## config.mk

```make
export PLATFORM = sky130hd
export DESIGN_NAME = matmul_engine
export DESIGN_NICKNAME = d
export VERILOG_FILES = /design/src/rtl/matmul_engine.sv
export SDC_FILE = /design/constraint.sdc
export NUM_CORES = 1
export LEC_CHECK = 0
export BUFFER_PORTS_ARGS = -buffer_cell sky130_fd_sc_hd__buf_2
export CAP_MARGIN = 20
export CELL_PAD_IN_SITES_DETAIL_PLACEMENT = 0
export CELL_PAD_IN_SITES_GLOBAL_PLACEMENT = 1
export CORE_MARGIN = 2
export CORE_UTILIZATION = 40
export CTS_CLUSTER_SIZE = 40
export DETAILED_ROUTE_END_ITERATION = 10
export HOLD_SLACK_MARGIN = 0.03
export PLACE_DENSITY = 0.76
export SYNTH_ARGS = -nofsm -noshare
export SYNTH_HDL_FRONTEND = slang
export SYNTH_SLANG_ARGS = --single-unit
```

## constraint.sdc

```tcl
create_clock -name clk -period 7.1 [get_ports clk]
set_input_delay 0.355 -clock clk [delete_from_list [all_inputs] [get_ports clk]]
set_output_delay 0.355 -clock clk [all_outputs]
set_load 0.005 [all_outputs]
```

## src/rtl/matmul_engine.sv

```systemverilog
// matmul_engine -- computes C = A x B, or C += A x B, using LANES parallel
// multiply-accumulate lanes. A and B are loaded element by element while the
// engine is idle. C is streamed out row-major over a valid/ready interface.
// Build option: define MATMUL_ENGINE_SATURATE_EN to clamp every accumulate to
// the DW_OUT range (signed or unsigned, matching is_signed). Without it,
// results wrap modulo 2^DW_OUT.
module matmul_engine #(
    parameter int P_M    = 4,
    parameter int P_K    = 4,
    parameter int P_N    = 4,
    parameter int DW_IN  = 8,
    parameter int LANES  = 2,
    parameter int DW_OUT = 2*DW_IN+4
) (
    input  logic                clk,
    input  logic                rstn,
    input  logic                wr_en,
    input  logic                wr_sel,
    input  logic [$clog2((P_M*P_K > P_K*P_N) ? P_M*P_K : P_K*P_N)-1:0] wr_addr,
    input  logic [DW_IN-1:0]    wr_data,
    input  logic                start,
    input  logic                accum,
    input  logic                is_signed,
    output logic                busy,
    output logic                done,
    output logic                c_valid,
    output logic [DW_OUT-1:0]   c_data,
    output logic                c_last,
    input  logic                c_ready
);

    localparam int NA  = P_M*P_K;
    localparam int NB  = P_K*P_N;
    localparam int NC  = P_M*P_N;
    localparam int NG  = P_N/LANES;
    localparam int AAW = (NA > 1) ? $clog2(NA) : 1;
    localparam int BAW = (NB > 1) ? $clog2(NB) : 1;
    localparam int CAW = (NC > 1) ? $clog2(NC) : 1;
    localparam int IW  = (P_M > 1) ? $clog2(P_M) : 1;
    localparam int KW  = (P_K > 1) ? $clog2(P_K) : 1;
    localparam int GW  = (NG > 1) ? $clog2(NG) : 1;
    localparam int PW  = 2*DW_IN;

    typedef enum logic [1:0] {
        IDLE    = 2'd0,
        COMPUTE = 2'd1,
        DRAIN   = 2'd2,
        STREAM  = 2'd3
    } state_t;

    // One accumulate step. The sum is formed one bit wider so that overflow
    // can be detected for the optional clamp.
    function automatic logic [DW_OUT-1:0] f_acc_add(
        input logic [DW_OUT-1:0] a,
        input logic [DW_OUT-1:0] b,
        input logic              sgn
    );
        logic [DW_OUT:0]   s;
        logic [DW_OUT-1:0] r;
        if (sgn) begin
            s = {a[DW_OUT-1], a} + {b[DW_OUT-1], b};
        end else begin
            s = {1'b0, a} + {1'b0, b};
        end
        r = s[DW_OUT-1:0];
`ifdef MATMUL_ENGINE_SATURATE_EN
        if (sgn) begin
            if (s[DW_OUT] != s[DW_OUT-1]) begin
                r = s[DW_OUT] ? {1'b1, {(DW_OUT-1){1'b0}}} : {1'b0, {(DW_OUT-1){1'b1}}};
            end
        end else if (s[DW_OUT]) begin
            r = '1;
        end
`endif
        return r;
    endfunction

    // ------------------------------------------------------------------
    // State and storage
    // ------------------------------------------------------------------
    state_t             r_state;
    state_t             w_state_next;

    logic [DW_IN-1:0]   r_a_mem [NA];
    logic [DW_IN-1:0]   r_b_mem [NB];
    logic [DW_OUT-1:0]  r_c_mem [NC];

    logic               r_accum;
    logic               r_signed;
    logic               r_done;

    // Loop counters: i outermost, then lane group, then k innermost
    logic [IW-1:0]      r_i;
    logic [GW-1:0]      r_g;
    logic [KW-1:0]      r_k;

    // Stage 1: registered products plus the tags the accumulate stage needs
    logic               r_p_valid;
    logic               r_p_first;
    logic               r_p_last;
    logic [CAW-1:0]     r_p_cbase;
    logic [DW_OUT-1:0]  r_prod [LANES];

    // Stage 2: per-lane running sums
    logic [DW_OUT-1:0]  r_acc [LANES];

    logic [CAW-1:0]     r_rd_idx;

    logic               w_last_k;
    logic               w_last_g;
    logic               w_last_i;
    logic               w_last_fetch;
    logic               w_fetch;
    logic               w_accept;
    logic               w_wr_a;
    logic               w_wr_b;
    logic               w_rd_fire;
    logic [AAW-1:0]     w_a_addr;
    logic [DW_IN-1:0]   w_a_op;
    logic [CAW-1:0]     w_c_base;

    logic [DW_OUT-1:0]  w_prod_ext [LANES];
    logic [CAW-1:0]     w_c_idx    [LANES];
    logic [DW_OUT-1:0]  w_c_old    [LANES];
    logic [DW_OUT-1:0]  w_base     [LANES];
    logic [DW_OUT-1:0]  w_sum      [LANES];

    assign w_last_k     = (r_k == KW'(P_K-1));
    assign w_last_g     = (r_g == GW'(NG-1));
    assign w_last_i     = (r_i == IW'(P_M-1));
    assign w_last_fetch = w_last_k && w_last_g && w_last_i;
    assign w_fetch      = (r_state == COMPUTE);
    assign w_accept     = (r_state == IDLE) && start;

    // Operand writes are only honoured while idle and in range
    assign w_wr_a = wr_en && !wr_sel && (r_state == IDLE) && (int'(wr_addr) < NA);
    assign w_wr_b = wr_en &&  wr_sel && (r_state == IDLE) && (int'(wr_addr) < NB);

    assign w_a_addr = AAW'(int'(r_i)*P_K + int'(r_k));
    assign w_a_op   = r_a_mem[w_a_addr];
    assign w_c_base = CAW'(int'(r_i)*P_N + int'(r_g)*LANES);

    // ------------------------------------------------------------------
    // Per-lane datapath
    // ------------------------------------------------------------------
    for (genvar gi = 0; gi < LANES; gi++) begin : g_lane
        logic [BAW-1:0]   w_b_addr;
        logic [DW_IN-1:0] w_b_op;
        logic [PW-1:0]    w_a_ext;
        logic [PW-1:0]    w_b_ext;
        logic [PW-1:0]    w_prod;
        logic [PW:0]      w_prod_sx;

        assign w_b_addr = BAW'(int'(r_k)*P_N + int'(r_g)*LANES + gi);
        assign w_b_op   = r_b_mem[w_b_addr];

        // Extending both operands to the product width makes the low PW bits
        // of an unsigned multiply equal to the signed product as well.
        assign w_a_ext  = {{DW_IN{r_signed & w_a_op[DW_IN-1]}}, w_a_op};
        assign w_b_ext  = {{DW_IN{r_signed & w_b_op[DW_IN-1]}}, w_b_op};
        assign w_prod   = w_a_ext * w_b_ext;

        // One extra sign bit, then a sized cast extends or trims to DW_OUT
        assign w_prod_sx      = {r_signed & w_prod[PW-1], w_prod};
        assign w_prod_ext[gi] = DW_OUT'($signed(w_prod_sx));

        assign w_c_idx[gi] = CAW'(int'(r_p_cbase) + gi);
        assign w_c_old[gi] = r_c_mem[w_c_idx[gi]];
        assign w_base[gi]  = r_p_first ? (r_accum ? w_c_old[gi] : '0) : r_acc[gi];
        assign w_sum[gi]   = f_acc_add(w_base[gi], r_prod[gi], r_signed);
    end

    // ------------------------------------------------------------------
    // Control
    // ------------------------------------------------------------------

    // State register
    always_ff @(posedge clk or negedge rstn) begin
        if (!rstn) begin
            r_state <= IDLE;
        end else begin
            r_state <= w_state_next;
        end
    end

    // Next-state decode and stream outputs
    always_comb begin
        w_state_next = r_state;
        busy         = (r_state != IDLE);
        c_valid      = 1'b0;
        c_last       = 1'b0;
        c_data       = '0;
        w_rd_fire    = 1'b0;
        case (r_state)
            IDLE: begin
                if (start) begin
                    w_state_next = COMPUTE;
                end
            end
            COMPUTE: begin
                if (w_last_fetch) begin
                    w_state_next = DRAIN;
                end
            end
            DRAIN: begin
                if (!r_p_valid) begin
                    w_state_next = STREAM;
                end
            end
            STREAM: begin
                c_valid   = 1'b1;
                c_data    = r_c_mem[r_rd_idx];
                c_last    = (r_rd_idx == CAW'(NC-1));
                w_rd_fire = c_ready;
                if (c_ready && c_last) begin
                    w_state_next = IDLE;
                end
            end
            default: begin
                w_state_next = IDLE;
            end
        endcase
    end

    assign done = r_done;

    // Run mode capture, completion pulse and stream read pointer
    always_ff @(posedge clk or negedge rstn) begin
        if (!rstn) begin
            r_accum  <= 1'b0;
            r_signed <= 1'b0;
            r_done   <= 1'b0;
            r_rd_idx <= '0;
        end else begin
            if (w_accept) begin
                r_accum  <= accum;
                r_signed <= is_signed;
            end
            r_done <= (r_state == DRAIN) && !r_p_valid;
            if (r_state != STREAM) begin
                r_rd_idx <= '0;
            end else if (w_rd_fire) begin
                r_rd_idx <= r_rd_idx + 1'b1;
            end
        end
    end

    // Fetch loop counters; they wrap back to zero after the final fetch
    always_ff @(posedge clk or negedge rstn) begin
        if (!rstn) begin
            r_i <= '0;
            r_g <= '0;
            r_k <= '0;
        end else if (w_fetch) begin
            if (w_last_k) begin
                r_k <= '0;
                if (w_last_g) begin
                    r_g <= '0;
                    r_i <= w_last_i ? '0 : r_i + 1'b1;
                end else begin
                    r_g <= r_g + 1'b1;
                end
            end else begin
                r_k <= r_k + 1'b1;
            end
        end else begin
            r_i <= '0;
            r_g <= '0;
            r_k <= '0;
        end
    end

    // Product stage and accumulate stage
    always_ff @(posedge clk or negedge rstn) begin
        if (!rstn) begin
            r_p_valid <= 1'b0;
            r_p_first <= 1'b0;
            r_p_last  <= 1'b0;
            r_p_cbase <= '0;
            for (int l = 0; l < LANES; l++) begin
                r_prod[l] <= '0;
                r_acc[l]  <= '0;
            end
        end else begin
            r_p_valid <= w_fetch;
            r_p_first <= (r_k == '0);
            r_p_last  <= w_last_k;
            r_p_cbase <= w_c_base;
            for (int l = 0; l < LANES; l++) begin
                r_prod[l] <= w_prod_ext[l];
                if (r_p_valid) begin
                    r_acc[l] <= w_sum[l];
                end
            end
        end
    end

    // Result buffer: cleared by reset, written when a lane finishes its dot product
    always_ff @(posedge clk or negedge rstn) begin
        if (!rstn) begin
            for (int n = 0; n < NC; n++) begin
                r_c_mem[n] <= '0;
            end
        end else if (r_p_valid && r_p_last) begin
            for (int l = 0; l < LANES; l++) begin
                r_c_mem[w_c_idx[l]] <= w_sum[l];
            end
        end
    end

    // Operand buffers; contents are kept across runs
    always_ff @(posedge clk) begin
        if (w_wr_a) begin
            r_a_mem[AAW'(wr_addr)] <= wr_data;
        end
        if (w_wr_b) begin
            r_b_mem[BAW'(wr_addr)] <= wr_data;
        end
    end

endmodule

```

======== After elaboration in Yosys (flattened, before gate mapping) ========
Memory sizes are Yosys's and may differ from the RTL's.
Index checks and enable logic that the tools add are counted.
cells by class
  muxes and demuxes ....................... 45
  order comparisons ....................... 5
  equal/unequal tests ..................... 13
  $add $sub $neg .......................... 13
  shift-type cells ........................ 0
  multiply operators ...................... 2
  bitwise logic cells ..................... 8
  reductions and logical operators ........ 20
  div/mod/pow operators ................... 0
operators by type and width
  kind                   number
  $bwmux W320            2
  $mux W20               15
  $bmux W20 S4           3
  $demux W20 S4          2
  $add A20 B17 Y20       2
  $add A20 B20 Y20       2
  $mul A9 B9 Y16         2
  $mux W2                10
  $ge A5 B5 Y1 const B   3
  $not A4 Y5             3
  $ne A2 B2 Y1 const B   7
  $add A4 B1 Y4 const B  3
  $add A4 B2 Y4          3
  $logic_and A1 B1 Y1    12
  $lt A5 B1 Y1 const B   2
  $mux W1                10
  $eq A2 B2 Y1 const B   4
  $mux W4                2
  $pmux W2 S4            1
  $and A1 B1 Y1          5
  $add A2 B1 Y2 const B  2
  $eq A4 B4 Y1 const B   1
  $logic_not A2 Y1       2
  $reduce_and A4 Y1      1
  other kinds (5)        7
word-level totals
  memories ................................ 2
  memory bits (writable) .................. 256
  input port bits ......................... 20
  bits in registers ....................... 415
  word-level logic and storage cells ...... 140
  memory bits (read-only) ................. 0
  bits in latches ......................... 0
memories
  name     depth  bits a word  rd ports  clocked after Yosys merged registers in  wr ports  line  RTL
  r_a_mem  16     8            1         0                                        1         84    logic [DW_IN-1:0] r_a_mem [NA];
  r_b_mem  16     8            2         0                                        1         85    logic [DW_IN-1:0] r_b_mem [NB];

======== Longest topological paths before layout ========
  depth in word-level cells ............... 10
  mapped depth ............................ 27

======== Least setup slack after synthesis ========
Ideal clock, no wire load.
  path kind ............................... register to register
  start ................................... register r_k[0]
  end ..................................... register, netlist name r_prod[16]
  arrival ................................. 6350 ps
  clock period less this slack ............ 6469 ps
  setup time .............................. 119 ps
  cell stages (with the launch flop) ...... 23
  path slack .............................. 631 ps
  buffers on the path ..................... 4
  cell sequence ........................... dfrtp_1 -> buf_6 -> buf_4 -> buf_2 -> mux4_2 -> mux4_2 -> clkbuf_1 -> nand2_1 -> fa_1 -> fa_1 -> inv_1 -> fa_1 -> fa_1 -> inv_1 -> fa_1 -> inv_1 -> ha_1 -> o21a_1 -> o21ai_0 -> a21oi_1 -> o21ai_0 -> xnor3_1 -> and2_1
between the ends
  cells in the longest elaborated chain, start to end .. 6
  elaborated cells between the ends (all ways) .. 9
  those cells by class .................... add/sub: 3; mul: 1; bitwise: 3; memory: 2
RTL lines
  item                         line  RTL
  start: declaration           95    logic [KW-1:0] r_k;
  start signal: assignment     264   r_k <= r_k + 1'b1;
  $add A4 B2 Y4                154   assign w_b_addr = BAW'(int'(r_k)*P_N + int'(r_g)*LANES + gi);
  $add A4 B1 Y4                154
  $mem_v2 Z16 W8               -
  $and A1 B1 Y1                160   assign w_b_ext = {{DW_IN{r_signed & w_b_op[DW_IN-1]}}, w_b_op};
  $mul A9 B9 Y16 (*)           161   assign w_prod = w_a_ext * w_b_ext;
  net g_lane[1].w_prod[15]     151   logic [PW-1:0] w_prod;
  $and A1 B1 Y1 (*)            164   assign w_prod_sx = {r_signed & w_prod[PW-1], w_prod};
  net g_lane[1].w_prod_sx[16]  152   logic [PW:0] w_prod_sx;
Mark *: on every way through the listed nets, which the timed path passes. The rest lies on a longest branch.
A chain may end at the register's enable or synchronous reset.

======== Worst setup path after layout ========
  start ................................... register r_k[0]
  end ..................................... register, netlist name r_prod[36]
between the ends
  cells in the longest elaborated chain, start to end .. 5
  elaborated cells between the ends (all ways) .. 8
  those cells by class .................... add/sub: 2; mul: 1; bitwise: 3; memory: 2
RTL lines
  item                               line
  $add A4 B2 Y4 (on tied branches)   139, 154
  $mem_v2 Z16 W8 (on tied branches)  -
  $and A1 B1 Y1 (on tied branches)   159, 160
  $mul A9 B9 Y16 (*)                 161
  net g_lane[0].w_prod[15]           151
  $and A1 B1 Y1 (*)                  164
  net g_lane[0].w_prod_sx[16]        152
Marks and branches as above.

==> run summary <==
For this run, design rule violations remaining after detail routing come to 0. The largest net degree at the start of global routing was 123; the mean area per synthesized cell was 12.0 µm². The tools report the number of diodes added for antenna fixing as 0. Using the TritonRoute via totals, the vias-per-cell ratio works out to 5.60. Clock-pin slew was measured on the worst setup and hold paths at 0.06 ns. For the starting DRC count in detailed routing, the log shows 2157.

Endpoint kind of the worst setup timing path: a register. The slowest stage of the critical path belongs to the cell dfrtp_4. Setup repair after global routing left no endpoint under its margin.

The tools report the total count of hold-check failures in the final report as 0. The run gives 0.207 as the combined global-route utilization of all metal layers. The most numerous cell type found on the critical path is fa_1. For the pin with the worst max-slew slack, the measured transition is 1.07 ns. The detailed-route wire length per cell came out at 22.4 µm.

The logs give 110 for the site row count and 0.0926 mm² for the area enclosed by the die boundary. The deepest level of the CTS H-tree is 3. The flow ran to the end, and the final reports show no timing, DRC or antenna violations.

The final number of max-transition violations is 0. The register area share after synthesis was 0.500. The length of the first detailed-routing pass in iterations is 5, and the power density relative to cell area is 492 mW/mm². TritonCTS built the clock tree. The total power of the final layout was 19.7 mW.

The total wire length after detailed routing is 94.6 mm, and the HPWL after detailed placement is 63.0 mm. The number of buffers and inverters on the critical path was 4. The logs give 0.288 for the worst slew slack as a fraction of its limit and 3258 for the number of nets at the end of the flow. At the later pin of the worst-skew pair, clock insertion delay measures 0.66 ns. The number of enable flip-flop cells after synthesis came out at 256. Walking the worst path, the cells encountered are mux4_1 > mux4_2 > and2_1 > buf_4 > nand2_1 > fa_1 > inv_1 > fa_1 > fa_1 > fa_1 > inv_1 > fa_1 > inv_1 > ha_1 > o21a_1 > o21ai_0 > a21oi_1 > o21ai_0 > xnor3_1 > and2_1. The number of gates resized after CTS came out at 0.

The number of sinks handled by clock tree synthesis was 670; the setup TNS after final layout was 0 ns. The total grt overflow is 0. Biggest fanout along the worst timing path: 26. The first global-routing pass estimated 148 mm of wire. 44 I/O pins were placed. The critical path is of the register to register type.

The logs give 24.1k for the via count of the first global-routing pass and 0.0768 ns for the worst hold margin. Counting the buffers created by CTS gives 73. For this run, the leading register cell type out of synthesis is dfrtp_1. Across the run, the number of max-cap violations was 0. The x dimension of the die was 304 µm; the final weighted congestion in routability-driven placement was 0.865. In this run the cell area of the synthesized design comes to 0.0361 mm². The share of post-route cells with drive strength above 1 was 0.152. The total number of vias came out at 23.7k.

The synthesized netlist net count was 3255. Measured along the y axis, the die boundary spans 304 µm. Worst stage delay on the critical path: 0.73 ns.

The run gives 0.447 as the core occupancy in the finished layout. Synthesis-to-finish area growth: 11.2%. The tree is rooted in a clkbuf_16. At the worst endpoint, the required time is 7.62 ns.

The worst setup path is launched from a register. The logs give 8247 for the fill cell total of the finished layout and 0 for the number of setup violations in the final report. The synthesized flop and latch total is 670. In this run the standard cell core region covers 0.0897 mm². The count of synthesis-stage warnings from yosys is 0, and the clock tree buffer depth is 3. With fillers left out, the area of the finished cells amounts to 0.0401 mm². The synthesized netlist contains 61 unique library cells. On the final layout, the worst clock skew is 0.0303 ns.

The effective utilization at floorplan is 0.402. The smallest clock period supported by the final layout is computed as 6.66 ns. IR analysis of the VDD net gives a maximum drop of 496 µV.

Summing all placed instances gives a cell area of 0.0376 mm². The number of antenna violations at the first check in global routing was 1; the endpoint arrival time on the critical path was 7.18 ns. The final clock period utilization by the worst path is 0.938. In this run the tool buffered the top-level ports with 43 buffer cells. The worst hold path belongs to the class input pin to register.

The top cell family by delay on the critical path is adder cells. Counting every instance in the synthesized netlist gives 2994. The achievable clock frequency was 0.150 GHz; the leakage component of the power was 16.5 nW. In this run the remaining antenna-violating nets after routing total 0. The async set-or-reset flop fraction in the synthesized netlist is 0.618.
[cell usage after synthesis (all sizes together) (2+ instances only)]
cell / count / area [µm²]
and3: 18 / 113
dfrtp: 414 / 10400
xor2: 24 / 210
and2: 45 / 282
a221oi: 7 / 61.3
a21boi: 2 / 15.0
fa: 128 / 2560
o21bai: 5 / 37.5
nand3: 9 / 45.0
xnor2: 44 / 385
a21oi: 66 / 330
a22o: 5 / 43.8
nor2: 91 / 342
a21o: 19 / 143
edfxtp: 256 / 7690
nor3b: 5 / 37.5
mux4: 172 / 3880
nand3b: 2 / 15.0
nor2b: 39 / 251
o21ai: 316 / 1580
or3: 5 / 31.3
mux2i: 37 / 374
o22ai: 38 / 238
a22oi: 142 / 1070
inv: 205 / 769
o211ai: 4 / 30.0
nand4: 4 / 25.0
a211oi: 10 / 75.1
xnor3: 2 / 45.0
clkbuf: 147 / 552
mux2: 41 / 462
buf: 33 / 150
ha: 113 / 1410
nor3: 15 / 75.1
o311a: 2 / 20.0
and4: 36 / 315
nand2: 432 / 1620
or2: 4 / 25.0
a31oi: 14 / 87.6
nand2b: 24 / 150
o21a: 7 / 52.6
[final timing paths]
kind / startpoint / endpoint / slack, ns / cells past startpoint
max: r_k[0]$_DFF_PN0_ / r_prod[36]$_DFF_PN0_ / 0.44 / 20
min: c_ready / r_rd_idx[1]$_DFFE_PN0P_ / 0.08 / 3
max reg2reg: r_k[0]$_DFF_PN0_ / r_prod[36]$_DFF_PN0_ / 0.44 / 20
min reg2reg: r_c_mem[107]$_DFFE_PN0P_ / r_c_mem[107]$_DFFE_PN0P_ / 0.50 / 2
max in group asynchronous: rstn / r_k[0]$_DFF_PN0_ / 5.28 / 3
min in group asynchronous: rstn / r_c_mem[225]$_DFFE_PN0P_ / 0.41 / 2
[kinds of logic after synthesis]
| group | Yosys count | share of synthesized area |
|---|---|---|
| simple gates | 733 | 0.0931 |
| flops | 670 | 0.500 |
| compound gates | 645 | 0.107 |
| buf+inv | 385 | 0.0408 |
| mux | 250 | 0.131 |
| fa+ha+maj | 241 | 0.110 |
| xor+xnor | 70 | 0.0178 |
[worst register-to-register path: cells and delay by family (launching register included)]
| kind | cells | cell delay (ns) |
|---|---|---|
| muxes | 2 | 1.18 |
| buffers and inverters | 4 | 0.37 |
| DFF | 1 | 0.73 |
| and+or+nand+nor | 3 | 0.55 |
| xor gates and xnor gates | 1 | 0.28 |
| adders and majority gates | 6 | 2.69 |
| AOI/OAI and AO/OA | 4 | 0.74 |
[registers in the layout (all words and copies together) (netlist names), 3 cells and up]
register   flops
r_c_mem      320
r_p_cbase      3
r_prod        34
r_a_mem      128
r_rd_idx       4
r_b_mem      128
r_acc         40
[through the flow]
stage / setup WS [ns] / instances
3_5_place_dp: 0.434 / 4096
6_report: 0.440 / 4228
5_1_grt: 0.123 / 4228
3_3_place_gp: 0.518 / 4094
2_1_floorplan: 0.631 / 2994
4_1_cts: 0.380 / 4228
[layout by cell type, fill, tap and decap left out, types with 12 or more instances in the layout]
cell	netlist	layout
nand2_1	432	423
dfrtp_1	414	406
o21ai_0	314	314
edfxtp_1	256	256
inv_1	204	204
mux4_2	170	170
a22oi_1	142	142
fa_1	128	128
ha_1	113	113
nor2_1	91	91
clkbuf_16	0	73
a21oi_1	66	66
buf_4	2	60
and2_1	45	45
xnor2_1	44	44
buf_2	9	42
mux2_2	41	41
nor2b_1	38	38
o22ai_1	38	38
mux2i_1	36	36
and4_1	36	36
nand2b_1	24	24
xor2_1	24	24
a21o_1	19	19
and3_1	18	14
a31oi_1	14	14
clkbuf_1	147	14
clkinv_2	0	12
[area by class of cell]
cell class	instances	area, µm²	area share
tap	1176	1470	0.0367
clock inverter	36	470	0.0117
timing repair buffer	108	756	0.0188
inverter	205	769	0.0192
clock buffer	94	1980	0.0493
sequential	670	18100	0.450
multi-input combinational	1939	16600	0.414
[where the power goes]
group | total, mW | internal [mW] | switching [mW] | leakage [nW]
registers | 4.74 | 4.44 | 0.295 | 7.29
logic | 11.1 | 4.63 | 6.52 | 8.04
clock network | 3.83 | 2.16 | 1.67 | 1.17
[what timing repair did]
item / CTS / global route
endpoints found under the hold margin: 115 / 0
setup buffers: 0 / 0
hold buffers: 2 / 0
[per-layer routing]
layer  track usage  part of all wire
met1         0.289              0.44
met3        0.0423             0.065
met5             0           0.00014
met2         0.329              0.47
met4        0.0598             0.027
No activity file was read; power rests on OpenSTA's default activity.
